<file path="config.mk">
export PLATFORM = sky130hd
export DESIGN_NAME = tdc_fine_encoder_pipe
export DESIGN_NICKNAME = d
export VERILOG_FILES = /design/src/rtl/tdc_fine_encoder_pipe.sv
export SDC_FILE = /design/constraint.sdc
export NUM_CORES = 1
export LEC_CHECK = 0
export ABC_AREA = 1
export CAP_MARGIN = 20
export CELL_PAD_IN_SITES_DETAIL_PLACEMENT = 1
export CELL_PAD_IN_SITES_GLOBAL_PLACEMENT = 1
export CORE_MARGIN = 5
export CORE_UTILIZATION = 42
export DETAILED_ROUTE_END_ITERATION = 16
export GPL_TIMING_DRIVEN = 0
export HOLD_SLACK_MARGIN = 0.05
export PLACE_DENSITY_LB_ADDON = 0.1
export SLEW_MARGIN = 20
export SYNTH_ARGS = -nofsm -noshare
export SYNTH_HDL_FRONTEND = slang
export SYNTH_SLANG_ARGS = --single-unit
</file>
<file path="constraint.sdc">
create_clock -name i_clk -period 10.25 [get_ports i_clk]
set_input_delay 1.025 -clock i_clk [delete_from_list [all_inputs] [get_ports i_clk]]
set_output_delay 1.025 -clock i_clk [all_outputs]
set_load 0.01 [all_outputs]
</file>
<file path="src/rtl/tdc_fine_encoder_pipe.sv">
// ---------------------------------------------------------------------------
// tdc_fine_encoder_pipe
//
// Three-stage pipelined fine-phase encoder for a TDC delay line or ring.
// A circular thermometer word (one bit per tap) is optionally bubble-filtered.
// Every rising 0->1 transition is then located, including the one that wraps
// from tap NTAP-1 to tap 0. If there is exactly one transition, its tap index
// is the output code. In every other case the code is all ones and the sample
// is flagged as an error. Erroneous samples are counted by a saturating
// counter. A sticky error view can be selected per sample.
//
// Pipeline:
//   S1 : register din / level / din_valid
//   S2 : bubble filter + rising-transition detect
//   S3 : transition encode, error flag, counter, sticky state
//
// Ports:
//   i_clk          : clock, all state on rising edge
//   i_rst          : asynchronous active-high reset
//   i_din_valid    : input sample qualifier (one sample per asserted cycle)
//   i_din          : circular thermometer code, bit i = tap i
//   i_level        : bit0 = bubble filter enable, bit1 = sticky error enable
//   i_err_cnt_clr  : synchronous clear of error counter and sticky state
//   o_dout_valid   : i_din_valid delayed by exactly 3 cycles
//   o_dout         : encoded tap index, or all ones on error (held when idle)
//   o_err          : sample error, or sticky error if level[1] was set
//   o_err_cnt      : saturating count of erroneous output samples
// ---------------------------------------------------------------------------
module tdc_fine_encoder_pipe #(
  parameter int NTAP = 21,
  parameter int OW   = 5,
  parameter int CNTW = 16
) (
  input  logic            i_clk,
  input  logic            i_rst,
  input  logic            i_din_valid,
  input  logic [NTAP-1:0] i_din,
  input  logic [1:0]      i_level,
  input  logic            i_err_cnt_clr,
  output logic            o_dout_valid,
  output logic [OW-1:0]   o_dout,
  output logic            o_err,
  output logic [CNTW-1:0] o_err_cnt
);

  // The all-ones code is reserved to mark an invalid sample.
  localparam logic [OW-1:0]   ERR_CODE = {OW{1'b1}};
  localparam logic [CNTW-1:0] CNT_MAX  = {CNTW{1'b1}};

  // Majority of three neighbouring taps; this removes single-tap bubbles.
  function automatic logic maj3(input logic a, input logic b, input logic c);
    return (a & b) | (a & c) | (b & c);
  endfunction

  // ------------------------------------------------------------------------
  // Stage 1 registers
  // ------------------------------------------------------------------------
  logic            r_s1_valid;
  logic [NTAP-1:0] r_s1_din;
  logic [1:0]      r_s1_level;

  // S1: capture the raw sample, its mode bits and its qualifier.
  always_ff @(posedge i_clk or posedge i_rst) begin
    if (i_rst) begin
      r_s1_valid <= 1'b0;
      r_s1_din   <= {NTAP{1'b0}};
      r_s1_level <= 2'b00;
    end else begin
      r_s1_valid <= i_din_valid;
      r_s1_din   <= i_din;
      r_s1_level <= i_level;
    end
  end

  // ------------------------------------------------------------------------
  // Stage 2 logic: circular bubble filter and rising-transition detect
  // ------------------------------------------------------------------------
  logic [NTAP-1:0] w_filt;
  logic [NTAP-1:0] w_rise;

  // S2: neighbour majority filter; neighbours wrap around the ring.
  always_comb begin
    w_filt = r_s1_din;
    if (r_s1_level[0]) begin
      for (int i = 0; i < NTAP; i++) begin
        w_filt[i] = maj3(r_s1_din[(i + NTAP - 1) % NTAP],
                         r_s1_din[i],
                         r_s1_din[(i + 1) % NTAP]);
      end
    end else begin
      w_filt = r_s1_din;
    end
  end

  // S2: a rising transition at tap i means tap i is set and its lower
  // neighbour is clear. Tap 0's lower neighbour is tap NTAP-1.
  always_comb begin
    w_rise = {NTAP{1'b0}};
    for (int i = 0; i < NTAP; i++) begin
      w_rise[i] = w_filt[i] & ~w_filt[(i + NTAP - 1) % NTAP];
    end
  end

  logic            r_s2_valid;
  logic [NTAP-1:0] r_s2_rise;
  logic            r_s2_sticky_en;

  // S2: register the transition map together with its qualifier and mode.
  always_ff @(posedge i_clk or posedge i_rst) begin
    if (i_rst) begin
      r_s2_valid     <= 1'b0;
      r_s2_rise      <= {NTAP{1'b0}};
      r_s2_sticky_en <= 1'b0;
    end else begin
      r_s2_valid     <= r_s1_valid;
      r_s2_rise      <= w_rise;
      r_s2_sticky_en <= r_s1_level[1];
    end
  end

  // ------------------------------------------------------------------------
  // Stage 3 logic: encode, error, counter, sticky
  // ------------------------------------------------------------------------
  logic [1:0]    w_ntrans;   // number of transitions, saturating at 2
  logic [OW-1:0] w_idx;      // tap index of the last transition found
  logic          w_err_s;    // this sample is invalid
  logic [OW-1:0] w_code;

  // S3: scan the transition map. Only zero, one or "more than one"
  // transitions have to be told apart, so the count saturates at 2.
  always_comb begin
    w_ntrans = 2'd0;
    w_idx    = {OW{1'b0}};
    for (int i = 0; i < NTAP; i++) begin
      if (r_s2_rise[i]) begin
        w_idx = OW'(i);
        if (w_ntrans != 2'd2) begin
          w_ntrans = w_ntrans + 2'd1;
        end else begin
          w_ntrans = 2'd2;
        end
      end else begin
        w_idx    = w_idx;
        w_ntrans = w_ntrans;
      end
    end
  end

  // S3: sample error flag and output code selection.
  always_comb begin
    w_err_s = (w_ntrans != 2'd1);
    if (w_err_s) begin
      w_code = ERR_CODE;
    end else begin
      w_code = w_idx;
    end
  end

  logic            r_sticky;    // an error was seen since the last clear
  logic            r_err_last;  // error flag of the most recent output sample
  logic [CNTW-1:0] r_err_cnt;

  // S3: output registers. dout/err only change on a valid output sample.
  // A clear while idle drops the sticky part of err and falls back to the
  // last sample's own error flag.
  always_ff @(posedge i_clk or posedge i_rst) begin
    if (i_rst) begin
      o_dout_valid <= 1'b0;
      o_dout       <= {OW{1'b0}};
      o_err        <= 1'b0;
      r_err_last   <= 1'b0;
    end else begin
      o_dout_valid <= r_s2_valid;
      if (r_s2_valid) begin
        o_dout     <= w_code;
        r_err_last <= w_err_s;
        o_err      <= w_err_s | (r_s2_sticky_en & r_sticky & ~i_err_cnt_clr);
      end else if (i_err_cnt_clr) begin
        o_err      <= r_err_last;
      end else begin
        o_err      <= o_err;
      end
    end
  end

  // S3: saturating error counter and sticky flag; a clear beats a
  // simultaneous error.
  always_ff @(posedge i_clk or posedge i_rst) begin
    if (i_rst) begin
      r_err_cnt <= {CNTW{1'b0}};
      r_sticky  <= 1'b0;
    end else if (i_err_cnt_clr) begin
      r_err_cnt <= {CNTW{1'b0}};
      r_sticky  <= 1'b0;
    end else if (r_s2_valid && w_err_s) begin
      r_sticky <= 1'b1;
      if (r_err_cnt != CNT_MAX) begin
        r_err_cnt <= r_err_cnt + CNTW'(1);
      end else begin
        r_err_cnt <= r_err_cnt;
      end
    end else begin
      r_err_cnt <= r_err_cnt;
      r_sticky  <= r_sticky;
    end
  end

  assign o_err_cnt = r_err_cnt;

endmodule

</file>
==> reports/qor.csv <==
metric,value,unit
clk_path_buf_depth,2,
dr.pass1.iters,5,
path_delay_family,simple AND/OR/NAND/NOR gates,
antennaDiodeCount,0,
syn_area_per_cell,6.87,sq um
area_growth_syn_to_layout,18.4,%
drive_above_1_share,15.0,%
path_clk_slew,0.06,ns
p_leak,3.23,nW
crit_arrival,6.59,ns
slew_viol_final,0,
synthesis.nets,835,
avgRoutedWirePerCell,14.5,microns
async_flop_share,100,%
port_buffers,48,
worst-path-stages,53,
reg2reg_from,r_s2_rise[0],
yosysTopAreaCell,dfrtp_1,
synth_commonest_cells,"nand2_1, nand3_1, inv_1, nor2_1, dfrtp_1",
dpl.hpwl,11900,microns
grt_setup_unrepaired,no,
die_h,125,microns
antenna_found_initial,0,
routed.top_layer,met4,
cap_viol_max_count,0,
final_hold_viol_count,0,
cpMaxStageDelayCell,dfrtp_1,
end_kind,register,
yosysSeqAreaShare,32.7,%
cp_slowest_stage_delay,0.38,ns
cts-root-buf,clkbuf_16,
start_util,43.3,%
cts_resized,0,
path_buf_inv,5,
ant_nets,0,
setup_viol,0,
worst_pin_slew,0.513,ns
vias,5351,
track_usage,19.7,%
vias_per_cell,5.16,
grt_max_degree,39,
clock_sinks,72,
critical_path.startpoint_type,register,
die_width,125,microns
cts_tree,built,
period_minus_slack,6.38,ns
p_per_area,178,mW/mm^2
synth_warnings,0,
die_area,0.0155,sq mm
path_class,reg2reg,
synth-edff-count,0,
gr-total-overflow,0,
p_total,1.16,mW
numCtsBuffers,9,
crit_end,o_err_cnt[15],
num-fill-cells,1712,
yosysMostFrequentCell,nand2_1,
ys_ff_latch,72,
final.setup_skew,0.00865,ns
crit_top_cell,nand2_1,
route.detailed.drc,0,
vdd_drop_max,0.110,mV
hold_path_class,reg2reg,
wl_met1,6880,microns
place.gp.congestion,0.840,
status,"finished, final reports clean",
grt_pass1_vias,5719,
core_area,0.0127,sq mm
h-tree-depth,3,
crit_required,10.46,ns
drtIter0Drc,179,
r2r_slack,3.87,ns
fin_setup_tns,0,ns
r2r-end,o_err_cnt[15],
synth_cell_types,48,
fmax,157,MHz
synth_ff_type,dfrtp_1,
ys_top_cells_by_area,"dfrtp_1, nand2_1, nand3_1",
grt_pass1_wl,26200,microns
postCtsHoldBufs,0,
synthesis.area,0.00551,sq mm
wl_met2,7700,microns
netlist_instances,802,
io_pins,50,
slew_headroom,65.8,%
critPathLaunch,r_s2_rise[0],
yosysTopAreaCellShare,32.7,%
wl_met3,256,microns
routed_wirelength,15000,microns
cp_max_fo,10,
post_cts_buffers,0,
clkLatencyLatePin,0.33,ns
final_nets,895,
ff2ff_path_depth,53,
period_share,62.2,%
row_count,41,
==> layer usage <==
layer  track usage, %  vias to the layer above
li1                 -                     2693
met1             24.4                     2594
met2             36.4                       50
met3             2.49                       14
met4             4.45                        0
met5                0                        -
==> flip-flops by register name, summed over array words and instances, names as in the netlist <==
register and flops:
o_dout_valid 1, o_err_cnt 16, o_dout 5, r_s1_valid 1
r_s2_rise 21, r_sticky 1, r_s1_level 2, o_err 1
r_err_last 1, r_s2_valid 1, r_s2_sticky_en 1, r_s1_din 21
==> final cells by class <==
class | count | area, sq um | share of cell area (%)
inverter | 96 | 365 | 5.60
buffer | 24 | 225 | 3.45
timing repair buffer | 49 | 500 | 7.68
sequential | 72 | 1800 | 27.6
multi-input combinational | 610 | 3120 | 47.8
tap | 172 | 215 | 3.30
clock inverter | 3 | 42.5 | 0.652
clock buffer | 11 | 253 | 3.88
==> stage by stage <==
step                hold WS, ns  util [%]  instances  setup slack (ns)  instance area [sq um]
floorplan                 0.331         -        802              4.91                   5510
global placement          0.333      48.8       1022              4.21                   6200
detailed placement        0.336      48.9       1023              3.89                   6220
CTS                       0.351      51.2       1037              3.85                   6520
global route              0.362      51.2       1037              3.07                   6520
finish                    0.350      51.2       1037              3.87                   6520
==> power breakdown <==
part,switching [mW],internal (mW),leakage [nW]
combinational,0.337,0.181,2.19
sequential,0.0211,0.308,0.891
clock,0.113,0.198,0.143
total,0.471,0.688,3.23
==> logic make-up (layout without fill, tap and decap cells) <==
logic type               after synthesis  in the layout  synth area share, %
adder cells (fa/ha/maj)                6              6                 1.36
AND/OR/NAND/NOR                      532            532                 46.9
buffers and inverters                120            183                 10.7
XOR/XNOR                               7              7                 1.11
AO/OA/AOI/OAI                         65             65                 7.20
flip-flops                            72             72                 32.7
==> worst min path at each step <==
stage                  startpoint              to  slack, ns  depth (start not counted)
floorplan           r_s1_level[1]  r_s2_sticky_en       0.33                          0
global placement       r_s1_valid      r_s2_valid       0.33                          0
detailed placement  r_s1_level[1]  r_s2_sticky_en       0.34                          0
CTS                 r_s1_level[1]  r_s2_sticky_en       0.35                          0
global route        r_s1_level[1]  r_s2_sticky_en       0.36                          0
finish              r_s1_level[1]  r_s2_sticky_en       0.35                          0
==> cells in the final DEF, fill, tap and decap left out, types with 3 or more instances in the layout <==
cell type / synthesis / routed
o22ai_1: 6 / 6
nor4_1: 4 / 4
clkbuf_8: 1 / 3
o21ai_2: 4 / 4
nand3_4: 3 / 3
o21ai_0: 23 / 23
nor2_2: 5 / 5
nand2_4: 7 / 7
buf_6: 7 / 7
nand3_1: 111 / 111
a21oi_1: 16 / 16
nor2_1: 85 / 85
nand2_1: 225 / 225
nor3b_1: 7 / 7
o21ai_1: 3 / 3
buf_4: 7 / 7
a31oi_1: 3 / 3
nand2_2: 39 / 39
dfrtp_1: 72 / 72
xor2_1: 6 / 6
inv_1: 86 / 85
inv_2: 8 / 8
clkbuf_16: 0 / 9
nand3_2: 21 / 21
ha_1: 6 / 6
clkdlybuf4s50_1: 0 / 48
nor3_1: 11 / 11
nand4_1: 7 / 7
Note: power is estimated with default switching activity, not from simulation.
